===== src/rtl/yadan_test_monitor_pkg.sv =====
// Shared definitions for the yadan self-test monitor: channel state encoding,
// default result code and a terminal-state helper.
package yadan_test_monitor_pkg;

    localparam int STATE_W = 3;
    localparam logic [31:0] MON_DEFAULT_CODE = 32'h1;

    typedef enum logic [STATE_W-1:0] {
        MON_IDLE   = 3'd0,
        MON_RUN    = 3'd1,
        MON_SETTLE = 3'd2,
        MON_PASS   = 3'd3,
        MON_FAIL   = 3'd4,
        MON_TMO    = 3'd5
    } mon_state_e;

    function automatic logic is_final(input mon_state_e s);
        return (s == MON_PASS) || (s == MON_FAIL) || (s == MON_TMO);
    endfunction

endpackage


===== src/rtl/yadan_test_monitor_ch.sv =====
// One monitored channel: waits for the done code, lets the core settle, then
// latches a pass/fail verdict (and the failing test number).
module yadan_test_monitor_ch
    import yadan_test_monitor_pkg::*;
#(
    parameter int              XLEN          = 32,
    parameter logic [XLEN-1:0] DONE_CODE     = XLEN'(MON_DEFAULT_CODE),
    parameter logic [XLEN-1:0] PASS_CODE     = XLEN'(MON_DEFAULT_CODE),
    parameter int              SETTLE_CYCLES = 5
) (
    input  logic            clk,
    input  logic            rst,
    input  logic            en,
    input  logic            clear,
    input  logic            tmo_fire,
    input  logic [XLEN-1:0] done_val,
    input  logic [XLEN-1:0] pass_val,
    input  logic [XLEN-1:0] test_id,
    output mon_state_e      state,
    output logic [XLEN-1:0] fail_id
);

    localparam int SW = (SETTLE_CYCLES > 1) ? $clog2(SETTLE_CYCLES) : 1;

    mon_state_e      state_q, state_d;
    logic [SW-1:0]   cnt_q, cnt_d;
    logic [XLEN-1:0] id_q, id_d;

    always_ff @(posedge clk or negedge rst) begin
        if (!rst) begin
            state_q <= MON_IDLE;
            cnt_q   <= '0;
            id_q    <= '0;
        end else begin
            state_q <= state_d;
            cnt_q   <= cnt_d;
            id_q    <= id_d;
        end
    end

    always_comb begin
        state_d = state_q;
        cnt_d   = cnt_q;
        id_d    = id_q;
        if (clear) begin
            state_d = MON_IDLE;
            cnt_d   = '0;
            id_d    = '0;
        end else if (en) begin
            // The watchdog wins over a done detect or settle expiry on the same edge.
            if (tmo_fire && !is_final(state_q)) begin
                state_d = MON_TMO;
            end else begin
                case (state_q)
                    MON_IDLE: state_d = MON_RUN;
                    MON_RUN: begin
                        if (done_val == DONE_CODE) begin
                            state_d = MON_SETTLE;
                            cnt_d   = SW'(SETTLE_CYCLES - 1);
                        end
                    end
                    MON_SETTLE: begin
                        if (cnt_q == '0) begin
                            if (pass_val == PASS_CODE) begin
                                state_d = MON_PASS;
                            end else begin
                                state_d = MON_FAIL;
                                id_d    = test_id;
                            end
                        end else begin
                            cnt_d = cnt_q - SW'(1);
                        end
                    end
                    default: ;
                endcase
            end
        end
    end

    assign state   = state_q;
    assign fail_id = id_q;

endmodule


===== src/rtl/yadan_test_monitor.sv =====
// Multi-channel self-test result monitor: per-channel verdict FSMs, a global
// watchdog counter, and the summary/fail-channel decode for the bench and LEDs.
module yadan_test_monitor
    import yadan_test_monitor_pkg::*;
#(
    parameter int              NUM_CH         = 1,
    parameter int              XLEN           = 32,
    parameter logic [XLEN-1:0] DONE_CODE      = XLEN'(MON_DEFAULT_CODE),
    parameter logic [XLEN-1:0] PASS_CODE      = XLEN'(MON_DEFAULT_CODE),
    parameter int              SETTLE_CYCLES  = 5,
    parameter int              TIMEOUT_CYCLES = 50000,
    parameter int              CNT_W          = 32
) (
    input  logic                      clk,
    input  logic                      rst,
    input  logic                      en_i,
    input  logic                      clear_i,
    input  logic [NUM_CH*XLEN-1:0]    done_val_i,
    input  logic [NUM_CH*XLEN-1:0]    pass_val_i,
    input  logic [NUM_CH*XLEN-1:0]    test_id_i,
    output logic                      all_done_o,
    output logic                      pass_o,
    output logic                      fail_o,
    output logic                      timeout_o,
    output logic [NUM_CH-1:0]         fail_mask_o,
    output logic [2:0]                fail_ch_o,
    output logic [XLEN-1:0]           fail_id_o,
    output logic [CNT_W-1:0]          cycle_cnt_o,
    output logic [NUM_CH*STATE_W-1:0] ch_state_o
);

    mon_state_e      ch_state [NUM_CH];
    logic [XLEN-1:0] ch_id    [NUM_CH];

    logic [CNT_W-1:0] cnt_q;
    logic             timeout_q;
    logic             all_done;
    logic             all_pass;
    logic             any_fail;
    logic             found;
    logic             tmo_fire;

    assign tmo_fire = en_i && !clear_i && !all_done && !timeout_q &&
                      (cnt_q == CNT_W'(TIMEOUT_CYCLES - 1));

    always_ff @(posedge clk or negedge rst) begin
        if (!rst) begin
            cnt_q     <= '0;
            timeout_q <= 1'b0;
        end else if (clear_i) begin
            cnt_q     <= '0;
            timeout_q <= 1'b0;
        end else if (en_i && !all_done && !timeout_q) begin
            cnt_q <= cnt_q + CNT_W'(1);
            if (tmo_fire) begin
                timeout_q <= 1'b1;
            end
        end
    end

    for (genvar k = 0; k < NUM_CH; k++) begin : g_ch
        yadan_test_monitor_ch #(
            .XLEN          (XLEN),
            .DONE_CODE     (DONE_CODE),
            .PASS_CODE     (PASS_CODE),
            .SETTLE_CYCLES (SETTLE_CYCLES)
        ) u_ch (
            .clk      (clk),
            .rst      (rst),
            .en       (en_i),
            .clear    (clear_i),
            .tmo_fire (tmo_fire),
            .done_val (done_val_i[k*XLEN +: XLEN]),
            .pass_val (pass_val_i[k*XLEN +: XLEN]),
            .test_id  (test_id_i[k*XLEN +: XLEN]),
            .state    (ch_state[k]),
            .fail_id  (ch_id[k])
        );
    end

    // Reduction plus lowest-index priority encode of failing channels.
    always_comb begin
        all_done    = 1'b1;
        all_pass    = 1'b1;
        any_fail    = 1'b0;
        found       = 1'b0;
        fail_mask_o = '0;
        fail_ch_o   = '0;
        fail_id_o   = '0;
        ch_state_o  = '0;
        for (int k = 0; k < NUM_CH; k++) begin
            ch_state_o[k*STATE_W +: STATE_W] = ch_state[k];
            if (!is_final(ch_state[k])) all_done = 1'b0;
            if (ch_state[k] != MON_PASS) all_pass = 1'b0;
            if (ch_state[k] == MON_FAIL) begin
                fail_mask_o[k] = 1'b1;
                any_fail       = 1'b1;
                if (!found) begin
                    found     = 1'b1;
                    fail_ch_o = 3'(k);
                    fail_id_o = ch_id[k];
                end
            end
        end
    end

    assign all_done_o  = all_done;
    assign pass_o      = all_done && all_pass;
    assign fail_o      = any_fail;
    assign timeout_o   = timeout_q;
    assign cycle_cnt_o = cnt_q;

endmodule


===== config.mk =====
export PLATFORM = sky130hd
export DESIGN_NAME = yadan_test_monitor
export DESIGN_NICKNAME = d
export VERILOG_FILES = /design/src/rtl/yadan_test_monitor_pkg.sv /design/src/rtl/yadan_test_monitor_ch.sv /design/src/rtl/yadan_test_monitor.sv
export SDC_FILE = /design/constraint.sdc
export NUM_CORES = 1
export LEC_CHECK = 0
export CAP_MARGIN = 20
export CORE_MARGIN = 4
export CORE_UTILIZATION = 30
export CTS_BUF_LIST = sky130_fd_sc_hd__clkbuf_8
export DETAILED_ROUTE_END_ITERATION = 10
export PLACE_DENSITY = 0.72
export SYNTH_ARGS = -nofsm -noshare
export SYNTH_HDL_FRONTEND = slang
export SYNTH_HIERARCHICAL = 1
export SYNTH_SLANG_ARGS = --single-unit

===== constraint.sdc =====
create_clock -name clk -period 3.9 [get_ports clk]
set_clock_uncertainty 0.2 [all_clocks]
set_input_delay 0.78 -clock clk [delete_from_list [all_inputs] [get_ports clk]]
set_output_delay 0.78 -clock clk [all_outputs]
set_load 0.01 [all_outputs]

==> results of run 1 <==
==> kinds of logic after synthesis <==
family	count (synthesis)
AO/OA/AOI/OAI	60
XOR/XNOR	27
multiplexers	3
AND/OR/NAND/NOR	198
buffers and inverters	31
other	1
flip-flops	71
adder cells (fa/ha/maj)	3
==> sequential cells by signal, summed over array words and instances (netlist names) <==
signal and cells:
g_ch.u_ch/fail_id 32, timeout_o 1, g_ch.u_ch/state 3, cycle_cnt_o 32
g_ch.u_ch/cnt_q 3
==> worst paths after layout <==
kind,slack [ns],startpoint,to,cells past startpoint
max,0.54,en_i,g_ch[0].u_ch/fail_id[10]$_DFFE_PN0P_,11
min,0.24,rst,cycle_cnt_o[24]$_DFFE_PN0P_,1
max reg2reg,0.77,g_ch[0].u_ch/state[1]$_DFFE_PN0P_,g_ch[0].u_ch/fail_id[10]$_DFFE_PN0P_,10
min reg2reg,0.30,g_ch[0].u_ch/fail_id[2]$_DFFE_PN0P_,g_ch[0].u_ch/fail_id[2]$_DFFE_PN0P_,1
max in group asynchronous,2.52,rst,cycle_cnt_o[27]$_DFFE_PN0P_,2
min in group clk,0.30,g_ch[0].u_ch/fail_id[2]$_DFFE_PN0P_,g_ch[0].u_ch/fail_id[2]$_DFFE_PN0P_,1
==> area by class of cell <==
| type | count | share of cell area |
|---|---|---|
| multi-input combinational | 294 | 0.334 |
| clock buffer | 9 | 0.0206 |
| clock inverter | 7 | 0.0102 |
| timing repair buffer | 181 | 0.299 |
| sequential | 71 | 0.296 |
| tap | 172 | 0.0358 |
| inverter | 8 | 0.00500 |
==> power breakdown <==
| part | total, mW | internal, mW | switching (mW) |
|---|---|---|---|
| sequential | 0.812 | 0.765 | 0.0467 |
| clock | 0.552 | 0.244 | 0.308 |
| combinational | 0.381 | 0.208 | 0.173 |
==> cells in the final DEF, fill, tap and decap left out, types with 6 or more instances in the layout <==
master,instances
clkdlybuf4s50_1,170
dfrtp_1,71
nor2_1,39
and2_1,36
a22o_1,32
xor2_1,23
nor4_1,21
nand4_1,20
nand2_1,19
nor3_1,11
a21oi_1,9
clkbuf_8,9
buf_4,9
nand3_1,8
inv_1,8
and3_1,7
or3_1,6
==> layer usage <==
layer,global-route usage,vias to the layer above
met4,0.0567,0
met5,0,-
met2,0.271,143
met1,0.190,1817
li1,-,1772
met3,0.0346,20
==> worst max-delay path, delay by kind of cell <==
kind | cells | cell delay, ns
AND/OR/NAND/NOR | 7 | 1.48
AO/OA/AOI/OAI | 1 | 0.22
buffers and inverters | 3 | 0.91
==> metrics.cfg, run 1 <==
[synth]
ys_top_cells_by_area = dfrtp_1 (45%), a22o_1 (7.1%), and2_1 (5.7%)
synth_area_leader_cell = dfrtp_1
mappedNetlistArea_um2 = 3950
synth_top_area_frac = 0.450
postSynthAreaPerCell_um2 = 10.0
ys_seq_area_frac = 0.450
synth_warnings = 6
synth-simple-area-share = 0.304
synth_most_common_cell = dfrtp_1
synth-edff-count = 0
ys_top_cells_by_count = dfrtp_1 (71), nor2_1 (39), and2_1 (36), a22o_1 (32), xor2_1 (23)
synth-seq-cells = 71
async_flop_share = 1.00
synth_top_family_by_area = simple AND/OR/NAND/NOR gates
synth_ff_type = dfrtp_1
netlist_instances = 394
synthMuxAreaShare = 0.00760
ys_types = 58
synth-compound-area-share = 0.122
synthXorXnorAreaFrac = 0.0598
synthAdderAreaFrac = 0.00950

[timing]
setup_viol = 0
post-route-period-util = 0.862
final_hold_viol_count = 0
fin_tns_setup_ns = 0
fin_crit_ns = 3.36
tightest_slew_ns = 0.614
timing.final.ws_setup_ns = 0.539
rsz0062_at_grt = no
fmax_ghz = 0.298
slew_headroom = 0.591
slew_violations = 0
hold_slack_ns = 0.236

[route]
avgViaCountPerCell = 5.06
drtIter0Drc = 182
vias = 3752
drc = 0
top_layer = met4
wire_per_inst_um = 15.8
first_pass_iters = 4
dr_wl_met2_mm = 5.94
wl_mm = 11.7
final_antenna_net_count = 0
dr_wl_met3_um = 730
met1_length_mm = 4.84

[grt]
grtUsageTotal = 0.156
antenna_found_initial = 0
grt_pass1_vias = 3897
grt_remaining_overflow = 0
grt_max_degree = 45
grt_pass1_wl_mm = 18.8

[critical_path]
critPathRequiredTime_ns = 3.93
crit_chain = clkdlybuf4s50_1 -> or2b_2 -> nor4_4 -> nand2_1 -> nor4_1 -> buf_4 -> nand3_1 -> nand2_2 -> nor4_4 -> buf_4 -> a22o_1
path_class = in2reg
cp.arrival_ns = 3.39
cp_slowest_stage_delay_ns = 0.48
start_kind = input pin
path_max_fanout = 32
slowest_stage = clkdlybuf4s50_1
worst_setup_path_end_kind = register

[finish]
fin_nets = 668
instances_no_fill = 742
syn_to_final_growth_pct = 52.0
fillers = 1197
seq_area_um2 = 1780
drive_above_1_share = 0.0789
utilization = 0.470
antenna_cells = 0
fin_area_um2 = 6010
multi_input_area_um2 = 2010

[floorplanning]
initial_core_util = 0.309
rows = 41
die-area_um2 = 15100
die_x_um = 123
ioPinCount = 175
die_height_um = 123
core-area_um2 = 12800

[clocking]
cts_setup_buffers = 0
clkTransAtPathRegs_ns = 0.09
clkLatencyLatePin_ns = 0.34
clock-sinks = 71
cts-resized-gates = 0
cts_made_buffers = 9
cts_max_level = 3
clk_path_buf_depth = 2
root_buffer = clkbuf_8
cts_hold_buffers = 0
cts_tree = built

[pwr]
ir_drop_v = 0.000133
powerDensity_nw_per_um2 = 290
leakage_nw = 2.45
total_power_mw = 1.74

[run_status]
status = completed

[place]
dpl_cell_area_um2 = 5820
dp_hpwl_mm = 9.05
port_buffers = 171
dpl_worst_slack_ns = 0.187
dp.cells = 726
place_congestion = 0.850

[min_path]
hold_class = in2async

[job]
cap_violations = 0

(Power assumes the default switching activity.)
==> run 2: changes to the inputs <==
Settings changed: CTS_CLUSTER_SIZE set to 25, SYNTH_HIERARCHICAL 1 to unset.
==> metrics.cfg, run 2 <==
[clocking]
clkLatencyLatePin_ns = 0.34  ; about the same
cts_max_level = 3  ; unchanged
cts-resized-gates = 0  ; unchanged
root_buffer = clkbuf_8  ; unchanged
cts_hold_buffers = 0  ; unchanged
clkTransAtPathRegs_ns = 0.08  ; was 0.09 ns
clock-sinks = 71  ; unchanged
cts_made_buffers = 9  ; unchanged
cts_tree = built  ; unchanged
clk_path_buf_depth = 2  ; unchanged
cts_setup_buffers = 0  ; unchanged

[route]
first_pass_iters = 5  ; was 4
drtIter0Drc = 252  ; was 182
vias = 3787  ; was 3752
final_antenna_net_count = 0  ; unchanged
avgViaCountPerCell = 5.12  ; was 5.06
drc = 0  ; unchanged
wire_per_inst_um = 16.0  ; was 15.8 um
wl_mm = 11.8  ; was 11.7 mm

[timing]
setup_viol = 0  ; unchanged
rsz0062_at_grt = no  ; unchanged
final_hold_viol_count = 0  ; unchanged
post-route-period-util = 0.808  ; was 0.862
tightest_slew_ns = 0.883  ; was 0.614 ns
fin_tns_setup_ns = 0  ; unchanged
fmax_ghz = 0.317  ; was 0.298 GHz
fin_crit_ns = 3.15  ; was 3.36 ns
slew_violations = 0  ; unchanged
slew_headroom = 0.411  ; was 0.591

[synth]
ys_top_cells_by_area = dfrtp_1 (45%), a221o_1 (8.3%), nor3b_1 (6.0%)  ; was dfrtp_1 (45%), a22o_1 (7.1%), and2_1 (5.7%)
ys_top_cells_by_count = dfrtp_1 (71), and2_1 (34), a221o_1 (33), nor3b_1 (32), nor2_1 (31)  ; was dfrtp_1 (71), nor2_1 (39), and2_1 (36), a22o_1 (32), xor2_1 (23)
synth_most_common_cell = dfrtp_1  ; unchanged
postSynthAreaPerCell_um2 = 9.99  ; was 10.0 um2
synth-seq-cells = 71  ; unchanged
synth_top_area_frac = 0.447  ; was 0.450
ys_seq_area_frac = 0.447  ; was 0.450
mappedNetlistArea_um2 = 3980  ; was 3950 um2
synth_ff_type = dfrtp_1  ; unchanged
synth_area_leader_cell = dfrtp_1  ; unchanged
netlist_instances = 398  ; was 394
synth_warnings = 0  ; was 6
async_flop_share = 1.00  ; unchanged
synth-edff-count = 0  ; unchanged
ys_types = 46  ; was 58

[critical_path]
path_class = reg2out  ; was in2reg
worst_setup_path_end_kind = output port  ; was register
critPathRequiredTime_ns = 2.92  ; was 3.93 ns
startpoint = g_ch[0].u_ch.state[2]$_DFFE_PN0P_  ; was en_i
cp.arrival_ns = 2.17  ; was 3.39 ns
path_max_fanout = 34  ; was 32
start_kind = register  ; was input pin
cp_slowest_stage_delay_ns = 0.54  ; was 0.48 ns
crit_chain = inv_1 -> nor3_2 -> buf_4 -> and2_1 -> clkdlybuf4s50_1  ; was clkdlybuf4s50_1 -> or2b_2 -> nor4_4 -> nand2_1 -> nor4_1 -> buf_4 -> nand3_1 -> nand2_2 -> nor4_4 -> buf_4 -> a22o_1
slowest_stage = clkdlybuf4s50_1  ; unchanged
r2r-start = g_ch[0].u_ch.state[1]$_DFFE_PN0P_  ; was g_ch[0].u_ch/state[1]$_DFFE_PN0P_

[grt]
grtUsageTotal = 0.155  ; was 0.156
grt_pass1_wl_mm = 19.0  ; was 18.8 mm
grt_remaining_overflow = 0  ; unchanged
antenna_found_initial = 0  ; unchanged
grt_pass1_vias = 3871  ; was 3897
grt_max_degree = 72  ; was 45

[pwr]
leakage_nw = 2.36  ; was 2.45 nW
powerDensity_nw_per_um2 = 289  ; was 290 nW/um2
ir_drop_v = 0.000167  ; was 0.000133 V

[floorplanning]
core-area_um2 = 12800  ; unchanged
initial_core_util = 0.311  ; was 0.309
die_x_um = 123  ; about the same
die_height_um = 123  ; about the same
die-area_um2 = 15200  ; was 15100 um2
ioPinCount = 175  ; unchanged
rows = 41  ; unchanged

[finish]
most-common-layout-cells = clkdlybuf4s50_1 (169), dfrtp_1 (71), and2_1 (34)  ; was clkdlybuf4s50_1 (170), dfrtp_1 (71), nor2_1 (39)
fin_area_um2 = 5980  ; was 6010 um2
drive_above_1_share = 0.0653  ; was 0.0789
layout_commonest_cell = clkdlybuf4s50_1  ; unchanged
fin_nets = 665  ; was 668
antenna_cells = 0  ; unchanged
syn_to_final_growth_pct = 50.3  ; was 52.0%
fillers = 1208  ; was 1197

[run_status]
status = completed  ; unchanged

[place]
place_congestion = 0.858  ; was 0.850
dpl_cell_area_um2 = 5810  ; was 5820 um2
dp_hpwl_mm = 8.60  ; was 9.05 mm
port_buffers = 171  ; unchanged

[min_path]
hold_class = reg2reg  ; was in2async
hp-start = g_ch[0].u_ch.cnt_q[1]$_DFFE_PN0P_

[job]
cap_violations = 0  ; unchanged

run 2: cell types whose count changed in the layout (fill, tap and decap cells not counted), sizes merged, moves of 8 or more:
cell / before / now
nor2: 39 / 31
a221o: 0 / 33
o21ai: 4 / 12
a22o: 32 / 0
nor3b: 2 / 32
run 2: final timing paths:
check | cells past startpoint | to | slack (ns)
setup / recovery | 5 | fail_id_o[0] | 0.75
hold / removal | 2 | g_ch[0].u_ch.cnt_q[1]$_DFFE_PN0P_ | 0.30
setup reg to reg | 8 | g_ch[0].u_ch.cnt_q[2]$_DFFE_PN0P_ | 1.30
hold reg to reg | 2 | g_ch[0].u_ch.cnt_q[1]$_DFFE_PN0P_ | 0.30
max in group asynchronous | 1 | g_ch[0].u_ch.fail_id[26]$_DFFE_PN0P_ | 2.56
min in group asynchronous | 1 | cycle_cnt_o[31]$_DFFE_PN0P_ | 0.36
run 2: layer usage:
metal / vias up / part of all wire / GRT usage
met2: 139 / 0.50 / 0.261
li1: 1802 / - / -
met3: 6 / 0.060 / 0.0421
met4: 0 / 0.0038 / 0.0284
met1: 1840 / 0.44 / 0.202
met5: - / 0 / 0
run 2: layout make-up:
type / count / area (um2) / area share
timing repair buffer: 177 / 1750 / 0.293
inverter: 9 / 33.8 / 0.00565
sequential: 71 / 1780 / 0.297
tap: 172 / 215 / 0.0360
clock inverter: 7 / 40.0 / 0.00670
clock buffer: 9 / 124 / 0.0207
multi-input combinational: 294 / 2040 / 0.341
run 2: critical path, delay by kind of cell, from the launching register on:
| kind | cells | cell delay [ns] |
|---|---|---|
| buffers and inverters | 3 | 0.96 |
| DFF | 1 | 0.48 |
| and+or+nand+nor | 2 | 0.39 |
run 2: power by group:
group | internal, mW | total (mW) | switching [mW]
sequential | 0.761 | 0.804 | 0.0429
clock | 0.225 | 0.500 | 0.275
combinational | 0.219 | 0.424 | 0.205
run 2: cell families (layout without fill, tap and decap cells):
kind of cell / count (synthesis) / after routing / share of synthesized area
mux: 1 / 1 / 0.00252
fa+ha+maj: 3 / 3 / 0.00944
flops: 71 / 71 / 0.447
compound gates: 63 / 63 / 0.128
xor+xnor: 24 / 24 / 0.0529
simple gates: 200 / 200 / 0.313
other cells: 1 / 3 / 0.000943
buf+inv: 35 / 202 / 0.0463
run 2: stage by stage:
step	power [mW]	utilization	setup slack, ns	hold WS, ns	instances
floorplan	1.00	-	1.46	0.243	400
detailed placement	1.25	0.455	0.506	0.271	723
global placement	1.23	0.455	0.596	0.256	723
CTS	1.75	0.468	0.723	0.290	739
global route	1.83	0.468	0.565	0.318	739
finish	1.73	0.468	0.749	0.301	739
==> run 3: changes to the inputs <==
Clock period 3.9 ns to 3.04 ns, I/O delays scaled along.
==> metrics.cfg, run 3 (synthesis gave the netlist of run 2 again) <==
[run_status]
status = completed  ; unchanged

[pwr]
pwr-share-clk = 0.350  ; was 0.289
power_frac_seq = 0.413  ; was 0.465
p_int_mw = 1.80  ; was 1.21 mW
powerDensity_nw_per_um2 = 411  ; was 289 nW/um2
ir_drop_v = 0.000205  ; was 0.000167 V
leakage_nw = 2.42  ; was 2.36 nW
pwr-share-comb = 0.237  ; was 0.246
p_sw_uw = 711  ; was 523 uW
total_power_mw = 2.51  ; was 1.73 mW
p_sw_frac = 0.284  ; was 0.303

[critical_path]
ff2ff_setup_slack_ns = 0.58  ; was 1.30 ns
path_class = reg2out  ; unchanged
r2r-start = cycle_cnt_o[13]$_DFFE_PN0P_  ; was g_ch[0].u_ch.state[1]$_DFFE_PN0P_
timing.rr.end = cycle_cnt_o[29]$_DFFE_PN0P_  ; was g_ch[0].u_ch.cnt_q[2]$_DFFE_PN0P_
start_kind = register  ; unchanged
critPathRequiredTime_ns = 2.23  ; was 2.92 ns
path_max_fanout = 17  ; was 34
cp.arrival_ns = 2.10  ; was 2.17 ns
worst_setup_path_end_kind = output port  ; unchanged
rr_worst_depth = 5  ; was 8

[job]
cap_violations = 0  ; unchanged

[finish]
antenna_cells = 0  ; unchanged
layout_commonest_cell = clkdlybuf4s50_1  ; unchanged
fillers = 1180  ; was 1208
fin_nets = 670  ; was 665
most-common-layout-cells = clkdlybuf4s50_1 (169), dfrtp_1 (70), and2_1 (34)  ; was clkdlybuf4s50_1 (169), dfrtp_1 (71), and2_1 (34)
seq_area_um2 = 1780  ; about the same
drive_above_1_share = 0.0752  ; was 0.0653
syn_to_final_growth_pct = 53.5  ; was 50.3%
multi_input_area_um2 = 2040  ; about the same

[clocking]
clock-sinks = 71  ; unchanged
clk_path_buf_depth = 2  ; unchanged
root_buffer = clkbuf_8  ; unchanged
cts_setup_buffers = 0  ; unchanged
clkTransAtPathRegs_ns = 0.08  ; about the same
cts_hold_buffers = 0  ; unchanged
cts_max_level = 3  ; unchanged
cts_made_buffers = 9  ; unchanged
cts_tree = built  ; unchanged
clkLatencyLatePin_ns = 0.35  ; was 0.34 ns

[floorplanning]
die-area_um2 = 15200  ; unchanged
ioPinCount = 175  ; unchanged
rows = 41  ; unchanged
core-area_um2 = 12800  ; unchanged
initial_core_util = 0.311  ; unchanged
die_height_um = 123  ; unchanged
die_x_um = 123  ; unchanged

[timing]
rsz0062_at_grt = no  ; unchanged
slew_violations = 0  ; unchanged
fmax_ghz = 0.344
fin_tns_setup_ns = 0  ; unchanged
final_hold_viol_count = 0  ; unchanged
tightest_slew_ns = 0.916  ; was 0.883 ns
slew_headroom = 0.389  ; was 0.411
fin_crit_ns = 2.91
setup_viol = 0  ; unchanged
post-route-period-util = 0.958

[grt]
use_met1 = 0.206  ; was 0.202
gr-usage-met2 = 0.248  ; was 0.261
grt_max_degree = 72  ; unchanged
busiest_layer = met2  ; unchanged
grtUsageTotal = 0.154  ; was 0.155
antenna_found_initial = 0  ; unchanged
met3_usage = 0.0380  ; was 0.0421
grt_pass1_vias = 3725  ; was 3871
grt_remaining_overflow = 0  ; unchanged
grt_pass1_wl_mm = 18.6  ; was 19.0 mm

[route]
avgViaCountPerCell = 5.10  ; was 5.12
wire_per_inst_um = 16.1  ; was 16.0 um
first_pass_iters = 4  ; was 5
wl_mm = 12.0  ; was 11.8 mm
vias = 3791  ; was 3787
final_antenna_net_count = 0  ; unchanged
drc = 0  ; unchanged
drtIter0Drc = 260  ; was 252

[min_path]
hold_class = in2async  ; was reg2reg

[place]
port_buffers = 171  ; unchanged
dp_hpwl_mm = 8.56  ; was 8.60 mm
place_congestion = 0.849  ; was 0.858

-- run 3: cell types whose count changed in the layout (fill, tap and decap cells not counted) --
cell        previous run  this run
buf_4                  7        10
clkinvlp_4             2         0
dfrtp_2                0         1
buf_12                 0         1
clkinv_2               5         2
buf_6                  0         1
inv_6                  0         1
bufinv_16              0         2
nor3_2                 1         0
nor3_4                 0         1
dfrtp_1               71        70
clkbuf_8               9        11
-- run 3: worst max path at each step --
stage | start | end | slack, ns | cells past startpoint
after floorplan | done_val_i[18] | g_ch[0].u_ch.cnt_q[2]$_DFFE_PN0P_ | 0.78 | 5
after CTS | g_ch[0].u_ch.state[2]$_DFFE_PN0P_ | fail_id_o[23] | 0.03 | 5
final | g_ch[0].u_ch.state[2]$_DFFE_PN0P_ | fail_id_o[23] | 0.13 | 5
after global placement | pass_val_i[17] | g_ch[0].u_ch.fail_id[14]$_DFFE_PN0P_ | 0.21 | 8
after detailed placement | done_val_i[26] | g_ch[0].u_ch.cnt_q[1]$_DFFE_PN0P_ | 0.13 | 6
after global routing | g_ch[0].u_ch.state[2]$_DFFE_PN0P_ | fail_id_o[21] | 0.004 | 5
-- run 3: area by class of cell --
cell class                      count  share of cell area
Clock buffer                       11              0.0248
Multi-Input combinational cell    294               0.335
Sequential cell                    71               0.291
Timing Repair Buffer              182               0.295
Inverter                            9             0.00554
Clock inverter                      5              0.0129
Tap cell                          172              0.0353
-- run 3: what timing repair did --
action,4_1_cts,5_1_grt
resized for setup,0,5
endpoints found under the hold margin,0,0
setup endpoints to repair,0,32
-- run 3: metal layers --
layer	vias to the layer above	share of wire
met5	-	0
met4	0	0.013
met3	14	0.060
met2	140	0.49
met1	1825	0.44
li1	1812	-
-- run 3: power groups by stage --
stage	registers [mW]	logic (mW)	clock network [mW]
2_1_floorplan	1.04	0.240	0
3_3_place_gp	1.05	0.553	0
3_5_place_dp	1.05	0.559	0
4_1_cts	1.03	0.559	0.909
5_1_grt	1.04	0.649	0.949
6_report	1.04	0.595	0.876
-- run 3: critical path: stages, from the launching register on --
cell,delay (ns)
dfrtp_2,0.43
inv_1,0.12
nor3_4,0.27
buf_6,0.21
and2_1,0.17
clkdlybuf4s50_1,0.54
-- run 3: per-stage QoR --
stage	instances	utilization	cell area, um2	setup WS, ns	hold slack [ns]
6_report	744	0.478	6100	0.129	0.171
5_1_grt	744	0.478	6100	0.00441	0.257
4_1_cts	743	0.476	6080	0.0305	0.201
3_5_place_dp	727	0.458	5850	0.131	0.280
3_3_place_gp	727	0.458	5850	0.210	0.257
2_1_floorplan	400	-	3980	0.776	0.112
